<file path="src/rtl/irq_ctrl_if.sv">
// irq_ctrl_if: peripheral request lines, register bus and core-side interrupt outputs of irq_ctrl.
interface irq_ctrl_if #(parameter int NSRC = 5);
  logic [NSRC-1:0] irq_src;
  logic            we;
  logic [1:0]      a;
  logic [31:0]     wd;
  logic [31:0]     rd;
  logic [NSRC-1:0] INT;
  logic [2:0]      active_id;
  logic            busy;
  modport master (output irq_src, we, a, wd, input rd, INT, active_id, busy);
  modport slave (input irq_src, we, a, wd, output rd, INT, active_id, busy);
endinterface

</file>
<file path="src/rtl/irq_ctrl.sv">
// irq_ctrl: fixed-priority interrupt controller driving the MIPS core's one-hot INT input.
// Optional IRQ_SYNC_EN adds a 2-flop synchronizer on every irq_src bit.
module irq_ctrl #(
  parameter int         NSRC       = 5,
  parameter logic [4:0] LEVEL_MASK = 5'b00000,
  parameter logic [4:0] ENABLE_RST = 5'b00000
) (
  input  logic       clk,
  input  logic       rst,
  irq_ctrl_if.slave  bus
);
  localparam logic [1:0] IDLE   = 2'd0;
  localparam logic [1:0] ASSERT = 2'd1;
  localparam logic [1:0] GAP    = 2'd2;
  localparam logic [NSRC-1:0] LVL = LEVEL_MASK[NSRC-1:0];
  localparam logic [NSRC-1:0] ENR = ENABLE_RST[NSRC-1:0];
  logic [NSRC-1:0] src, set, clr, req, onehot;
  logic [NSRC-1:0] prev_q, prev_d, pend_q, pend_d, en_q, en_d;
  logic [1:0]      state_q, state_d;
  logic [2:0]      id_q, id_d, win;
  logic            eoi, unused_wd;
`ifdef IRQ_SYNC_EN
  logic [NSRC-1:0] sync1_q, sync1_d, sync2_q, sync2_d;
  always_comb begin
    sync1_d = bus.irq_src;
    sync2_d = sync1_q;
  end
  always_ff @(posedge clk) begin
    if (rst) begin
      sync1_q <= '0;
      sync2_q <= '0;
    end else begin
      sync1_q <= sync1_d;
      sync2_q <= sync2_d;
    end
  end
  assign src = sync2_q;
`else
  assign src = bus.irq_src;
`endif
  assign unused_wd = ^bus.wd[31:NSRC];
  assign onehot    = NSRC'(1) << id_q;
  // lowest index wins: scan downward so the last hit is the smallest
  always_comb begin
    win = '0;
    for (int i = NSRC - 1; i >= 0; i--) if (req[i]) win = 3'(i);
  end
  always_comb begin
    req     = pend_q & en_q;
    eoi     = bus.we && bus.a == 2'd2 && state_q == ASSERT;
    set     = src & (LVL | ~prev_q);
    clr     = (bus.we && bus.a == 2'd0 ? bus.wd[NSRC-1:0] : '0) | (eoi ? onehot : '0);
    pend_d  = (pend_q & ~clr) | set;
    en_d    = bus.we && bus.a == 2'd1 ? bus.wd[NSRC-1:0] : en_q;
    prev_d  = src;
    state_d = state_q == IDLE   ? (|req ? ASSERT : IDLE) :
              state_q == ASSERT ? (eoi ? GAP : ASSERT) : IDLE;
    id_d    = state_q == IDLE && |req ? win : id_q;
  end
  always_ff @(posedge clk) begin
    if (rst) begin
      pend_q  <= '0;
      en_q    <= ENR;
      prev_q  <= '0;
      state_q <= IDLE;
      id_q    <= '0;
    end else begin
      pend_q  <= pend_d;
      en_q    <= en_d;
      prev_q  <= prev_d;
      state_q <= state_d;
      id_q    <= id_d;
    end
  end
  always_comb begin
    bus.busy      = state_q == ASSERT;
    bus.INT       = bus.busy ? onehot : '0;
    bus.active_id = bus.busy ? id_q : 3'd0;
    bus.rd        = bus.a == 2'd0 ? 32'(pend_q) :
                    bus.a == 2'd1 ? 32'(en_q) :
                    bus.a == 2'd3 ? {26'b0, state_q, bus.busy, bus.active_id} : 32'd0;
  end
endmodule

</file>
<file path="src/flat_wrapper.sv">
// flat-port wrapper written by rule: the top's interface ports become plain ports
module irq_ctrl_flat 
#(
  parameter int         NSRC       = 5,
  parameter logic [4:0] LEVEL_MASK = 5'b00000,
  parameter logic [4:0] ENABLE_RST = 5'b00000
)
  (clk, rst, bus_irq_src, bus_we, bus_a, bus_wd, bus_rd, bus_INT, bus_active_id, bus_busy);
  irq_ctrl_if #(.NSRC(NSRC)) bus_i ();
  input  logic clk;
  input  logic rst;
  input wire logic [$bits(bus_i.irq_src)-1:0] bus_irq_src;
  input wire logic [$bits(bus_i.we)-1:0] bus_we;
  input wire logic [$bits(bus_i.a)-1:0] bus_a;
  input wire logic [$bits(bus_i.wd)-1:0] bus_wd;
  output wire logic [$bits(bus_i.rd)-1:0] bus_rd;
  output wire logic [$bits(bus_i.INT)-1:0] bus_INT;
  output wire logic [$bits(bus_i.active_id)-1:0] bus_active_id;
  output wire logic [$bits(bus_i.busy)-1:0] bus_busy;
  assign bus_i.irq_src = bus_irq_src;
  assign bus_i.we = bus_we;
  assign bus_i.a = bus_a;
  assign bus_i.wd = bus_wd;
  assign bus_rd = bus_i.rd;
  assign bus_INT = bus_i.INT;
  assign bus_active_id = bus_i.active_id;
  assign bus_busy = bus_i.busy;
  irq_ctrl #(.NSRC(NSRC), .LEVEL_MASK(LEVEL_MASK), .ENABLE_RST(ENABLE_RST)) u_core (.clk(clk), .rst(rst), .bus(bus_i));
endmodule
</file>
<file path="config.mk">
export PLATFORM = sky130hd
export DESIGN_NAME = irq_ctrl_flat
export DESIGN_NICKNAME = d
export VERILOG_FILES = /design/src/rtl/irq_ctrl_if.sv /design/src/rtl/irq_ctrl.sv /design/src/flat_wrapper.sv
export SDC_FILE = /design/constraint.sdc
export NUM_CORES = 1
export LEC_CHECK = 0
export BUFFER_PORTS_ARGS = -buffer_cell sky130_fd_sc_hd__buf_4
export CORE_MARGIN = 2
export CORE_UTILIZATION = 41
export CTS_CLUSTER_SIZE = 12
export DETAILED_ROUTE_END_ITERATION = 6
export GPL_TIMING_DRIVEN = 0
export PLACE_DENSITY = 0.8
export SLEW_MARGIN = 0
export SYNTH_ARGS = -nofsm -noshare
export SYNTH_HDL_FRONTEND = slang
export SYNTH_SLANG_ARGS = --single-unit
</file>
<file path="constraint.sdc">
create_clock -name clk -period 2.01 [get_ports clk]
set_clock_uncertainty 0.2 [all_clocks]
set_input_delay 0.402 -clock clk [delete_from_list [all_inputs] [get_ports clk]]
set_output_delay 0.402 -clock clk [all_outputs]
set_load 0.05 [all_outputs]
</file>
**Word-level counts from Yosys, hierarchy flattened**

Cells that the tools add are included.
Widths: inputs -> output; s select.

- Register bits: 20
- Input bits: 42

- Equal/unequal tests: 4
- Reduce and logical (&&, ||, !) cells: 8
- Shift operators: 1
- Bitwise gates (word level): 7
- Multiplexer cells: 16

Operator list:

| kind | count |
|---|---|
| $mux 32 | 2 |
| $mux 3 | 6 |
| $and 5x5->5 | 3 |
| $mux 5 | 3 |
| $not 5->5 | 2 |
| $or 5x5->5 | 2 |
| $mux 2 | 3 |
| $mux 6 | 1 |
| $logic_and 1x1->1 | 5 |
| $reduce_or 5->1 | 1 |
| $shl 1x3->5 const A | 1 |
| $eq 2x1->1 const B | 2 |
| $eq 2x2->1 const B | 2 |
| $logic_not 2->1 | 2 |
| $mux 1 | 1 |

**Depth between registers and ports, before layout**

- Depth after elaboration: 8
- Gate-level depth with buffers: 5

**Least setup slack after synthesis**

No wires, ideal clock.

- Kind: register -> output
- Start point: reg u_core.state_q[1]
- End point: out bus_INT[1]
- Required time: 1.408 ns
- Buffers on the path: 0
- Cell stages (with the launch flop): 5
- Slack: -0.694 ns
- Data arrival time: 2.102 ns
- Cells stage by stage: dfxtp_1 > nand2b_1 > inv_1 > nand2_1 > nor3_1

- Longest elaborated chain between the ends: 2

Ends and longest elaborated chain:

| element | line | text |
|---|---|---|
| from (decl) | irq_ctrl.sv:19 | `logic [1:0] state_q, state_d;` |
| from (signal assigned) | irq_ctrl.sv:71 | `state_q <= state_d;` |
| $eq 2x1->1 | irq_ctrl.sv:76 | `bus.busy = state_q == ASSERT;` |
| net bus_busy | flat_wrapper.sv:19 | `output wire logic [$bits(bus_i.busy)-1:0] bus_busy;` |
| $mux 5 | irq_ctrl.sv:77 | `bus.INT = bus.busy ? onehot : '0;` |
| to (decl) | flat_wrapper.sv:17 | `output wire logic [$bits(bus_i.INT)-1:0] bus_INT;` |

The timed path passes the listed nets, and every way through them passes these cells.

**Worst setup path in the final report**

- Start point: reg u_core.state_q[1]
- End point: out bus_INT[0]

- Longest elaborated chain between the ends: 2

Ends and longest elaborated chain:

| element | line |
|---|---|
| $eq 2x1->1 | irq_ctrl.sv:76 |
| $mux 5 | irq_ctrl.sv:77 |

Every way passes these cells.

==> metrics.cfg <==
[finish]
final_area_sq_mm = 0.00176
multi_input_area_sq_um = 716
fill_cells = 253
final_cell_count_no_fill = 238
final-seq-area_sq_um = 414
drive_gt1_share_pct = 44.4
syn2layout_area_growth_pct = 48.3
antenna-diode-count = 0
fin_nets = 251

[clock_network]
clkTransAtPathRegs_ns = 0.11
clk_path_buf_depth = 2
htreeDepth = 1
cts_root_buf = clkbuf_4
cts_tree = done
cts.sinks = 20
clock_latency_ns = 0.29
numCtsBuffers = 3

[job]
cap_violations = 0

[logic_synthesis]
synth.cell_area_sq_mm = 0.00119
ys_warn_count = 0
synth_area_per_cell_sq_um = 8.30
ys_seq_elements = 20
synth_cell_type_count = 33
syn_inst = 143
yosysSeqAreaShare_pct = 33.7

[timing]
fmax_mhz = 488
grt_setup_unrepaired = true
finalSetupViolCount = 1
period_share_pct = 102
drv_slew = 0
post-route-min-period_ns = 2.05
finalHoldViolations = 0
timing.final.ws_setup_ns = -0.0374

[power]
seqPwrFrac_pct = 46.0
p_switching_uw = 347
post-layout-total-power_uw = 948
p_leak_nw = 0.901
combPwrFrac_pct = 34.3
pwr-share-clk_pct = 19.7
p_sw_share_pct = 36.6
intPower_uw = 601
vdd_drop_max_uv = 465
power_density_mw_per_mm2 = 538

[route]
ant_nets = 0
vias = 1137
drcViolationCount = 0
via_per_inst = 4.78
drt-total-wl_um = 2760
post_drt_wl_per_cell_um = 11.6
drtIter0Drc = 21
drt_first_pass_iters = 4

[placement]
port_buffers = 29
place.gp.congestion = 0.880
dp_cells = 228
dpl.hpwl_um = 1960
dpl_cell_area_sq_mm = 0.00160
dpl_worst_slack_ns = -0.00210

[worst_setup_path]
crit_path_max_incr_delay_ns = 0.43
crit_fanout = 3
crit_arrival_ns = 1.45
cp-start-kind = register
cp_num_buf_inv = 2
path_delay_family = simple AND/OR/NAND/NOR gates
cpMaxStageDelayCell = or4_4
required_ns = 1.41
crit_chain = nand2b_4 > or4_4 > inv_2 > buf_8
critPathKind = reg2out
cp-end-kind = output pin

[grt]
grt_usage_pct = 16.4
antenna_found_initial = 0
grt_max_degree = 11
first_global_vias = 978
grt_pass1_wl_um = 4280
grt_remaining_overflow = 0

[run_status]
violations = negative setup slack
status = finished, violations left

[die]
io_pins = 83
fp.coreArea_sq_mm = 0.00276
fp.dieArea_sq_mm = 0.00334
start_util_pct = 43.1
die_x_um = 57.8
die_h_um = 57.8
rows = 19

[worst_hold_path]
hold_path.class = in2reg

-- per-layer routing --
layer	track usage [%]	wire length, um	vias up
li1	-	-	575
met5	0	0	-
met3	2.90	221	4
met4	7.31	38	0
met2	27.9	1360	61
met1	20.1	1140	497
-- cell usage in the layout, fill, tap and decap left out, types with 2 or more instances in the layout --
cell type  Yosys  layout
dfxtp_1       20      15
nor4_1         3       3
o31ai_1        2       2
nor3_2         0       2
nand3b_1       5       5
mux2i_1       10       9
dfxtp_2        0       2
clkbuf_1       3       2
nand2_1        8       5
o21ai_0        3       2
conb_1         1      26
a21oi_1        5       5
buf_4         26      58
nand2b_1       4       3
a21o_1         2       2
nor3_1         6       3
nand2_2        0       2
o22ai_2        0       2
nor2b_1        4       4
clkbuf_4       0       3
nor2_1         7       7
nor3b_2        1       2
dfxtp_4        0       3
a22o_1         2       2
o22ai_4        0       2
o2bb2ai_1      2       2
buf_6          0       5
buf_2          3       2
inv_1         11       9
-- power by group through the flow --
stage          Combinational (mW)  Sequential, mW  Clock [mW]
6_report                    0.325           0.436       0.186
5_1_grt                     0.343           0.438       0.208
4_1_cts                     0.312           0.436       0.188
3_5_place_dp                0.301           0.445           0
3_3_place_gp                0.300           0.444           0
2_1_floorplan               0.252           0.440           0
-- logic make-up (layout without fill, tap and decap cells) --
kind of cell    count (synthesis)  count (layout)  synth area share (%)
buf+inv                        43              82                  22.1
compound gates                 25              25                  14.5
other cells                     1              26                 0.316
mux                            10              10                  8.43
flops                          20              20                  33.7
simple gates                   44              44                  20.9
-- flip-flops by register name, indices dropped and copies added (netlist names) --
name            count
u_core.pend_q       5
u_core.state_q      2
u_core.en_q         5
u_core.id_q         3
u_core.prev_q       5
-- what timing repair did --
action                                  in CTS  in global routing
pin swaps                                    1                  1
endpoints found under the setup margin      11                  9
gates resized for setup                     17                  8
setup buffers                                5                  4
hold endpoints to repair                     0                  0
hold buffers                                 0                  0
-- synth_stat cells --
library cell  number  area (sq um)
a2111oi_0          1          8.76
a211o_1            1          8.76
a21o_1             2          15.0
a21oi_1            5          25.0
a221oi_1           1          8.76
a22o_1             2          17.5
a32oi_1            1          8.76
and2_1             1          6.26
and3_1             1          6.26
buf_2              3          15.0
buf_4             26           195
clkbuf_1           3          11.3
conb_1             1          3.75
dfxtp_1           20           400
inv_1             11          41.3
mux2i_1           10           100
nand2_1            8          30.0
nand2b_1           4          25.0
nand3_1            1          5.00
nand3b_1           5          37.5
nor2_1             7          26.3
nor2b_1            4          25.0
nor3_1             6          30.0
nor3b_1            1          7.51
nor3b_2            1          12.5
nor4_1             3          18.8
o21a_1             1          7.51
o21ai_0            3          15.0
o22ai_1            4          25.0
o2bb2ai_1          2          17.5
o31ai_1            2          15.0
or4_1              1          7.51
or4b_1             1          10.0
-- final cells by class --
| class | count | area share, % |
|---|---|---|
| multi-input combinational | 105 | 40.7 |
| sequential | 20 | 23.5 |
| inverter | 11 | 2.56 |
| clock buffer | 3 | 1.28 |
| buffer | 30 | 12.1 |
| tap | 31 | 2.20 |
| timing repair buffer | 38 | 17.7 |
-- final timing paths --
path | slack (ns) | to | start | cells after the start
hold reg to reg | 0.23 | u_core.pend_q[0] | u_core.prev_q[0] | 1
setup / recovery | -0.04 | bus_INT[0] | u_core.state_q[1] | 4
setup reg to reg | 0.39 | u_core.id_q[0] | u_core.pend_q[1] | 4
hold / removal | 0.11 | u_core.prev_q[0] | bus_irq_src[0] | 3
-- tightest hold or removal path: stages --
cell and delay, ns:
buf_4 0.08, nand2b_1 0.06, inv_1 0.05
-- per-stage QoR --
stage          setup TNS [ns]  util [%]  hold slack, ns
2_1_floorplan          -0.604         -           0.199
3_3_place_gp          -0.0168      58.1           0.202
3_5_place_dp         -0.00210      58.1           0.220
4_1_cts               -0.0458      61.5           0.108
5_1_grt                -0.193      63.8           0.131
6_report              -0.0374      63.8           0.107
No activity file was read; power rests on OpenSTA's default activity.
